===== config.mk =====
export PLATFORM = sky130hd
export DESIGN_NAME = branch_redirect_ctrl
export DESIGN_NICKNAME = d
export VERILOG_FILES = /design/src/rtl/branch_redirect_ctrl_pkg.sv /design/src/rtl/branch_redirect_ctrl_sat_counter.sv /design/src/rtl/branch_redirect_ctrl.sv
export SDC_FILE = /design/constraint.sdc
export NUM_CORES = 1
export LEC_CHECK = 0
export CAP_MARGIN = 15
export CORE_MARGIN = 10
export CORE_UTILIZATION = 50
export CTS_CLUSTER_DIAMETER = 80
export DETAILED_ROUTE_END_ITERATION = 10
export PLACE_DENSITY_LB_ADDON = 0.3
export SLEW_MARGIN = 5
export SYNTH_ARGS = -nofsm -noshare
export SYNTH_HDL_FRONTEND = slang
export SYNTH_SLANG_ARGS = --single-unit

===== constraint.sdc =====
create_clock -name clk -period 3.65 [get_ports clk]
set_input_delay 0.9125 -clock clk [delete_from_list [all_inputs] [get_ports clk]]
set_output_delay 0.9125 -clock clk [all_outputs]
set_load 0.02 [all_outputs]

===== src/rtl/branch_redirect_ctrl_pkg.sv =====
// rtl/branch_redirect_ctrl_pkg.sv - shared encodings for branch detection and redirect control
package branch_redirect_ctrl_pkg;

    localparam int ADDR_W_DEF = 16;

    typedef enum logic [1:0] {
        ST_IDLE     = 2'b00,
        ST_REDIRECT = 2'b01,
        ST_SQUASH   = 2'b10
    } redirect_state_t;

    localparam logic [3:0] OP_BRANCH      = 4'b1100;
    localparam logic [3:0] OP_BRANCH_LINK = 4'b1101;

    typedef enum logic [2:0] {
        COND_EQ     = 3'b000,
        COND_NE     = 3'b001,
        COND_LT     = 3'b010,
        COND_GE     = 3'b011,
        COND_LTU    = 3'b100,
        COND_GEU    = 3'b101,
        COND_ALWAYS = 3'b110,
        COND_NEVER  = 3'b111
    } branch_cond_t;

endpackage


===== src/rtl/branch_redirect_ctrl_sat_counter.sv =====
// rtl/branch_redirect_ctrl_sat_counter.sv - saturating up-counter with async clear
module sat_counter #(
    parameter int WIDTH = 16
) (
    input  logic             clk,
    input  logic             rst,
    input  logic             inc_en,
    output logic [WIDTH-1:0] count
);

    always_ff @(posedge clk or posedge rst) begin
        if (rst) begin
            count <= '0;
        end else if (inc_en && (count != '1)) begin
            count <= count + WIDTH'(1);
        end
    end

endmodule


===== src/rtl/branch_redirect_ctrl.sv =====
// rtl/branch_redirect_ctrl.sv - turns EX branch-taken requests into PC redirect and squash
module branch_redirect_ctrl
    import branch_redirect_ctrl_pkg::*;
#(
    parameter int ADDR_W        = ADDR_W_DEF,
    parameter int SQUASH_CYCLES = 2,
    parameter int CNT_W         = 16
) (
    input  logic              clk,
    input  logic              rst,
    input  logic              take_branch,
    input  logic [ADDR_W-1:0] branch_target,
    input  logic              mem_stall,
    input  logic              halt,
    output logic              pc_sel,
    output logic [ADDR_W-1:0] pc_redirect,
    output logic              flush_if_id,
    output logic              flush_id_ex,
    output logic              redirect_busy,
    output logic [CNT_W-1:0]  branch_count
);

    localparam logic [2:0] SQ_LOAD = 3'(SQUASH_CYCLES - 1);

    redirect_state_t   state, state_n;
    logic [2:0]        sq_cnt, sq_cnt_n;
    logic [ADDR_W-1:0] redirect_n;
    logic              pc_sel_n, flush_if_id_n, flush_id_ex_n, busy_n;
    logic              accept;

    always_ff @(posedge clk or posedge rst) begin
        if (rst) begin
            state         <= ST_IDLE;
            sq_cnt        <= '0;
            pc_redirect   <= '0;
            pc_sel        <= 1'b0;
            flush_if_id   <= 1'b0;
            flush_id_ex   <= 1'b0;
            redirect_busy <= 1'b0;
        end else begin
            state         <= state_n;
            sq_cnt        <= sq_cnt_n;
            pc_redirect   <= redirect_n;
            pc_sel        <= pc_sel_n;
            flush_if_id   <= flush_if_id_n;
            flush_id_ex   <= flush_id_ex_n;
            redirect_busy <= busy_n;
        end
    end

    // Halt wins over stall; a stall freezes everything, including a pending accept.
    always_comb begin
        state_n       = state;
        sq_cnt_n      = sq_cnt;
        redirect_n    = pc_redirect;
        pc_sel_n      = pc_sel;
        flush_if_id_n = flush_if_id;
        flush_id_ex_n = flush_id_ex;
        busy_n        = redirect_busy;
        accept        = 1'b0;
        if (halt) begin
            state_n       = ST_IDLE;
            sq_cnt_n      = '0;
            pc_sel_n      = 1'b0;
            flush_if_id_n = 1'b0;
            flush_id_ex_n = 1'b0;
            busy_n        = 1'b0;
        end else if (!mem_stall) begin
            case (state)
                ST_IDLE: begin
                    if (take_branch) begin
                        accept        = 1'b1;
                        state_n       = ST_REDIRECT;
                        redirect_n    = branch_target;
                        pc_sel_n      = 1'b1;
                        flush_if_id_n = 1'b1;
                        flush_id_ex_n = 1'b1;
                        busy_n        = 1'b1;
                    end
                end
                ST_REDIRECT: begin
                    pc_sel_n      = 1'b0;
                    flush_id_ex_n = 1'b0;
                    if (SQUASH_CYCLES == 1) begin
                        state_n       = ST_IDLE;
                        flush_if_id_n = 1'b0;
                        busy_n        = 1'b0;
                    end else begin
                        state_n  = ST_SQUASH;
                        sq_cnt_n = SQ_LOAD;
                    end
                end
                ST_SQUASH: begin
                    if (sq_cnt == 3'd1) begin
                        state_n       = ST_IDLE;
                        sq_cnt_n      = '0;
                        flush_if_id_n = 1'b0;
                        busy_n        = 1'b0;
                    end else begin
                        sq_cnt_n = sq_cnt - 3'd1;
                    end
                end
                default: begin
                    state_n       = ST_IDLE;
                    sq_cnt_n      = '0;
                    pc_sel_n      = 1'b0;
                    flush_if_id_n = 1'b0;
                    flush_id_ex_n = 1'b0;
                    busy_n        = 1'b0;
                end
            endcase
        end
    end

    sat_counter #(.WIDTH(CNT_W)) u_branch_count (
        .clk    (clk),
        .rst    (rst),
        .inc_en (accept),
        .count  (branch_count)
    );

endmodule


Word-level counts from Yosys, hierarchy flattened
Cells that the tools add are included.

Word-level logic and storage cells: 48. Bits in writable memories: 0. Flip-flop bits (word level): 39. Input bits: 21. Memory bits (read-only): 0. Bits in latches: 0. Memories: 0.

Eq/ne operators: 10. Bitwise logic cells: 2. $add $sub $neg: 2. Multiply operators: 0. Div/mod/pow operators: 0. Magnitude comparators: 0. Muxes and demuxes: 21. Reduce and logical (&&, ||, !) cells: 7. Shifts and indexed selects: 0.

Operators by type and width (count): 16-bit by 1-bit adder with 16-bit output (second input constant) (1); 16-bit inequality test (second input constant) (1); 1-bit two-way mux (10); 3-bit two-way mux (3); 3-bit case mux with 3 select lines (1); 2-bit two-way mux (4); 4-bit AND reduction (2); 2-bit inequality test (second input constant) (3); 3-bit inequality test (second input constant) (2); 2-bit case mux with 3 select lines (1); 3-bit AND reduction (2); 3-bit by 1-bit equality test with 1-bit output (second input constant) (1); 1-bit case mux with 3 select lines (1); 3-bit by 1-bit subtractor with 3-bit output (second input constant) (1); 2-bit by 1-bit equality test with 1-bit output (second input constant) (1); 2-bit equality test (second input constant) (1); 2-bit logical NOT (1); 2-bit by 1-bit inequality test with 1-bit output (second input constant) (1); 1-bit NOT (2); 1-bit case mux with 2 select lines (1); 2-bit AND reduction (1); 1-bit logical AND (1).

Depth between registers and ports, before layout
Depth in word-level cells: 5. Gate-level depth with buffers: 7. Depth with buffers taken out: 6.

Cells and area by module
From an unflattened synthesis, not the netlist that was laid out.

Cell total of the unflattened synthesis: 157. Area, all modules: 1966.9 µm².

Modules (own cells, without submodules): branch_redirect_ctrl (sequential area each 575.6 µm², cells an instance 86, instances 1, area an instance 1161.1 µm²); sat_counter (sequential area each 400.4 µm², cells an instance 71, instances 1, area an instance 805.8 µm²).

Worst setup path before layout
No wires, ideal clock.

Kind: input -> register. Start: input mem_stall. End: register u_branch_count.count[14]. Data arrival time: 2117 ps. Buffers on the path: 0. Cell stages on the path: 4. Library setup time: 125 ps. Slack: 1408 ps. Cell sequence: nand4bb_1 -> or4_4 -> nor3_2 -> mux2_2.

Word-level cells in the longest chain between the ends: 3.

RTL lines: from (decl) (RTL line branch_redirect_ctrl.sv:13) `input logic mem_stall,`; 1-bit two-way mux (RTL line branch_redirect_ctrl.sv:68) `end else if (!mem_stall) begin`; 1-bit two-way mux (RTL line branch_redirect_ctrl.sv:61) `if (halt) begin`; 1-bit logical AND (RTL line branch_redirect_ctrl_sat_counter.sv:14) `end else if (inc_en && (count != '1)) begin`; to (signal assigned) (RTL line branch_redirect_ctrl_sat_counter.sv:15) `count <= count + WIDTH'(1);`; to (decl) (RTL line branch_redirect_ctrl_sat_counter.sv:8) `output logic [WIDTH-1:0] count`.

No other way between the ends. A chain may end at the register's enable or synchronous reset.

Final worst setup path
Start: input halt. End: register u_branch_count.count[14].

Word-level cells in the longest chain between the ends: 2.

RTL lines: from (decl) (RTL line branch_redirect_ctrl.sv:14) `input logic halt,`; 1-bit two-way mux (RTL line branch_redirect_ctrl.sv:61); 1-bit logical AND (RTL line branch_redirect_ctrl_sat_counter.sv:14).

No other way between the ends.

==> summary.txt <==
Synth
  • Synth Instances: 195
  • Adder-cell area share of the yosys netlist: 3.976%
  • Top cells by area, synth: dfrtp_1, nand2_1, ha_1
  • YS warnings: 0
  • Largest family of logic cells by synthesized area: simple AND/OR/NAND/NOR gates
  • Proportion of netlist area held by the largest area contributor: 51.69%
  • Sequential share of the synthesized area: 51.69%
  • Avg Inst Size Synth: 9.682 um2
  • Multiplexer share of the synthesized area: 3.976%
  • Syn Nets: 222
  • Cell Area, Synth: 1888 um2
  • #FFs+latches synth: 39
  • Synth area leader: dfrtp_1
  • Synth Area in Compound Gates: 6.759%
  • Distinct cell type count after synthesis: 38
  • Simple-gate share of the synthesized area: 26.38%
  • XOR/XNOR Fraction of Synth Area: 3.247%

Flow run
  • # Max-Cap Violations: 0

Floorplan
  • Die H: 81.45 um
  • Full die area: 6634 um2
  • Core area: 3661 um2
  • Ports: 57
  • Initial core utilization: 51.57%
  • FP Rows: 22
  • Die W: 81.45 um

Power
  • Flop pwr share: 45.1%
  • Clk pwr share: 26.0%
  • Pint: 841.6 uW
  • Sw Share: 31.05%
  • Total power density per cell area: 470.0 nW/um2
  • Pleak: 1.214 nW
  • NetSw: 379.1 uW
  • Comb pwr share: 28.9%
  • Total power: 1.221 mW
  • Worst vdd ir: 0.3831 mV

Clock network
  • Reg clk slew, reported paths: 0.07 ns
  • Max clock buf depth: 2
  • Clk root buf: clkbuf_8
  • Post-CTS setup buffers: 0
  • H-tree levels: 2
  • Post-CTS resize count: 0
  • CTS tree: built
  • Clock sink total: 39
  • Worst-skew pair later-pin latency: 0.29 ns
  • CTS buffer count: 5
  • Hold Buf Count CTS: 0

Placed design
  • DPL Wire Length: 3280 um
  • GP Congestion: 0.7973
  • Placement Setup Slack: 0.7558 ns
  • # port buffers: 56

Worst setup path
  • Startpoint Class: primary input
  • Crit Path Class: primary input to flip-flop
  • Worst Path Max Fanout: 8
  • R2R depth: 6
  • R2r setup slk: 1.59 ns
  • Worst EP arrival: 2.77 ns
  • WP data required: 3.83 ns
  • Crit. End Element: flip-flop
  • R2R Path End: u_branch_count.count[14]
  • FF-to-FF Start: state[1]

Global routing
  • GRT met3 Usage: 7.751%
  • Antenna violations before repair: 0
  • Total track usage: 13.88%
  • First-pass GRT wire length: 7189 um
  • Largest net degree at the start of global routing: 26
  • GR Util met1: 15.55%
  • Grt total ovfl: 0
  • Global Route met2 Usage: 21.09%
  • Vias in the first global route: 1,518
  • Grt peak-use layer: met2

Finish
  • Filler cells: 287
  • Area grow syn2layout: 37.57%
  • Final nets: 282
  • Fraction of layout cells with a size suffix above 1: 8.594%
  • ANT cells: 0

Route
  • Pre-Repair DR Iteration Count: 4
  • Via density: 5.059
  • Avg WL per Cell: 14.25 um
  • Vias post-DR: 1,538
  • Drt total wl: 4333 um
  • Final antenna-violating net count: 0
  • Initial DRC count: 123
  • Post-route DRC: 0

Timing
  • Final period util: 71.02%
  • Final count of hold timing violations: 0
  • Final Skew: 0.005603 ns
  • Final worst slack: 1.058 ns
  • Highest clock rate: 385.8 MHz
  • Slew headroom: 63.06%
  • # setup viols final: 0
  • Setup_tns: 0 ns
  • RSZ-0062 raised after global routing: false
  • Actual slew at the worst max-slew pin: 0.5534 ns
  • Min cycle time layout: 2.592 ns
  • Final slew viol count: 0
  • Worst hold slack: 0.4747 ns

Hold path
  • Hold_sp: pc_redirect[12]
  • Hold crit path type: flip-flop to flip-flop
  • Worst hold path cell count: 2
  • Worst min-delay path endpoint: pc_redirect[12]

Status
  • Status: finished clean
area by class of cell:
class	count	area, um2	share of cell area [%]
multi-input cells	139	837.1	32.23
clock buffers	8	100.1	3.854
well taps	48	60.06	2.312
flip-flops and latches	39	975.9	37.57
inverters	11	41.29	1.590
repair buffers	59	583.1	22.45
worst max path at each step:
stage | cells after the start | startpoint | to
final | 5 | halt | u_branch_count.count[14]
after global routing | 5 | halt | u_branch_count.count[14]
after CTS | 5 | halt | u_branch_count.count[14]
after detailed placement | 5 | halt | u_branch_count.count[14]
after global placement | 5 | halt | u_branch_count.count[14]
after floorplan | 4 | mem_stall | u_branch_count.count[14]
power by group through the flow:
stage	logic (mW)	clock network (mW)	registers [mW]
2_1_floorplan	0.0963	0	0.632
3_3_place_gp	0.354	0	0.558
3_5_place_dp	0.357	0	0.560
4_1_cts	0.359	0.325	0.552
5_1_grt	0.380	0.345	0.563
6_report	0.353	0.317	0.551
cell usage in the layout, fill, tap and decap left out, types with 2 or more instances in the layout:
master,count
ha_1,6
mux2i_1,3
nand4_1,2
nand3_1,3
nand2b_1,4
a211oi_1,3
inv_1,11
dfrtp_1,39
nor2_1,14
and3_1,2
a21oi_1,2
mux2_2,4
nor2b_1,3
nor4_1,3
o21ai_0,3
nor3_1,3
nand2_1,57
xor2_1,7
a31oi_1,2
nand4_2,2
clkdlybuf4s50_1,56
a22o_1,2
buf_4,3
clkbuf_8,7
critical path, cell delays in order:
cell and delay (ns):
clkdlybuf4s50_1 0.52, nand4bb_1 0.28, or4_4 0.57, nor3_2 0.13
mux2_2 0.36
registers in the layout (all words and copies together) (netlist names):
register              cells
flush_id_ex               1
u_branch_count.count     16
sq_cnt                    3
state                     2
pc_redirect              16
redirect_busy             1
per-layer routing:
metal,routed length (um),vias to the layer above
met1,1755,718
met5,0,-
met4,74,0
met3,498,7
li1,-,768
met2,2005,45
synthesized netlist by cell type:
| library cell | n |
|---|---|
| or2_2 | 1 |
| a22o_1 | 2 |
| and4bb_2 | 1 |
| mux2_2 | 4 |
| ha_1 | 6 |
| mux2i_1 | 3 |
| a211oi_1 | 3 |
| nand2b_1 | 4 |
| o21a_1 | 1 |
| nor4_4 | 1 |
| clkbuf_1 | 2 |
| nand3_1 | 3 |
| or4_4 | 1 |
| dfrtp_1 | 39 |
| and3_1 | 2 |
| nand3b_1 | 1 |
| nor3_2 | 1 |
| a2111oi_0 | 1 |
| xor2_1 | 7 |
| nor4b_1 | 1 |
| o31a_1 | 1 |
| o21ai_0 | 3 |
| nor2_1 | 14 |
| nand2_1 | 57 |
| o211ai_1 | 1 |
| buf_4 | 3 |
| a21oi_1 | 2 |
| nor4_1 | 3 |
| o21bai_1 | 1 |
| a31oi_1 | 2 |
| inv_1 | 11 |
| nand4bb_1 | 1 |
| buf_1 | 1 |
| nand4_2 | 2 |
| nor3_1 | 3 |
| nand4_1 | 2 |
| nor2b_1 | 3 |
| o21ba_2 | 1 |
cells by family (layout without fill, tap and decap cells):
group | Yosys count | count (layout)
AOI/OAI and AO/OA | 18 | 18
xor gates and xnor gates | 7 | 7
adders and majority gates | 6 | 6
buffers and inverters | 17 | 78
DFF | 39 | 39
muxes | 7 | 7
and+or+nand+nor | 101 | 101
stage by stage:
stage	util (%)	cell area, um2	instances
2_1_floorplan	-	1888	195
3_3_place_gp	68.22	2497	296
3_5_place_dp	68.22	2497	296
4_1_cts	70.95	2597	304
5_1_grt	70.95	2597	304
6_report	70.95	2597	304
No activity file was read; power rests on OpenSTA's default activity.
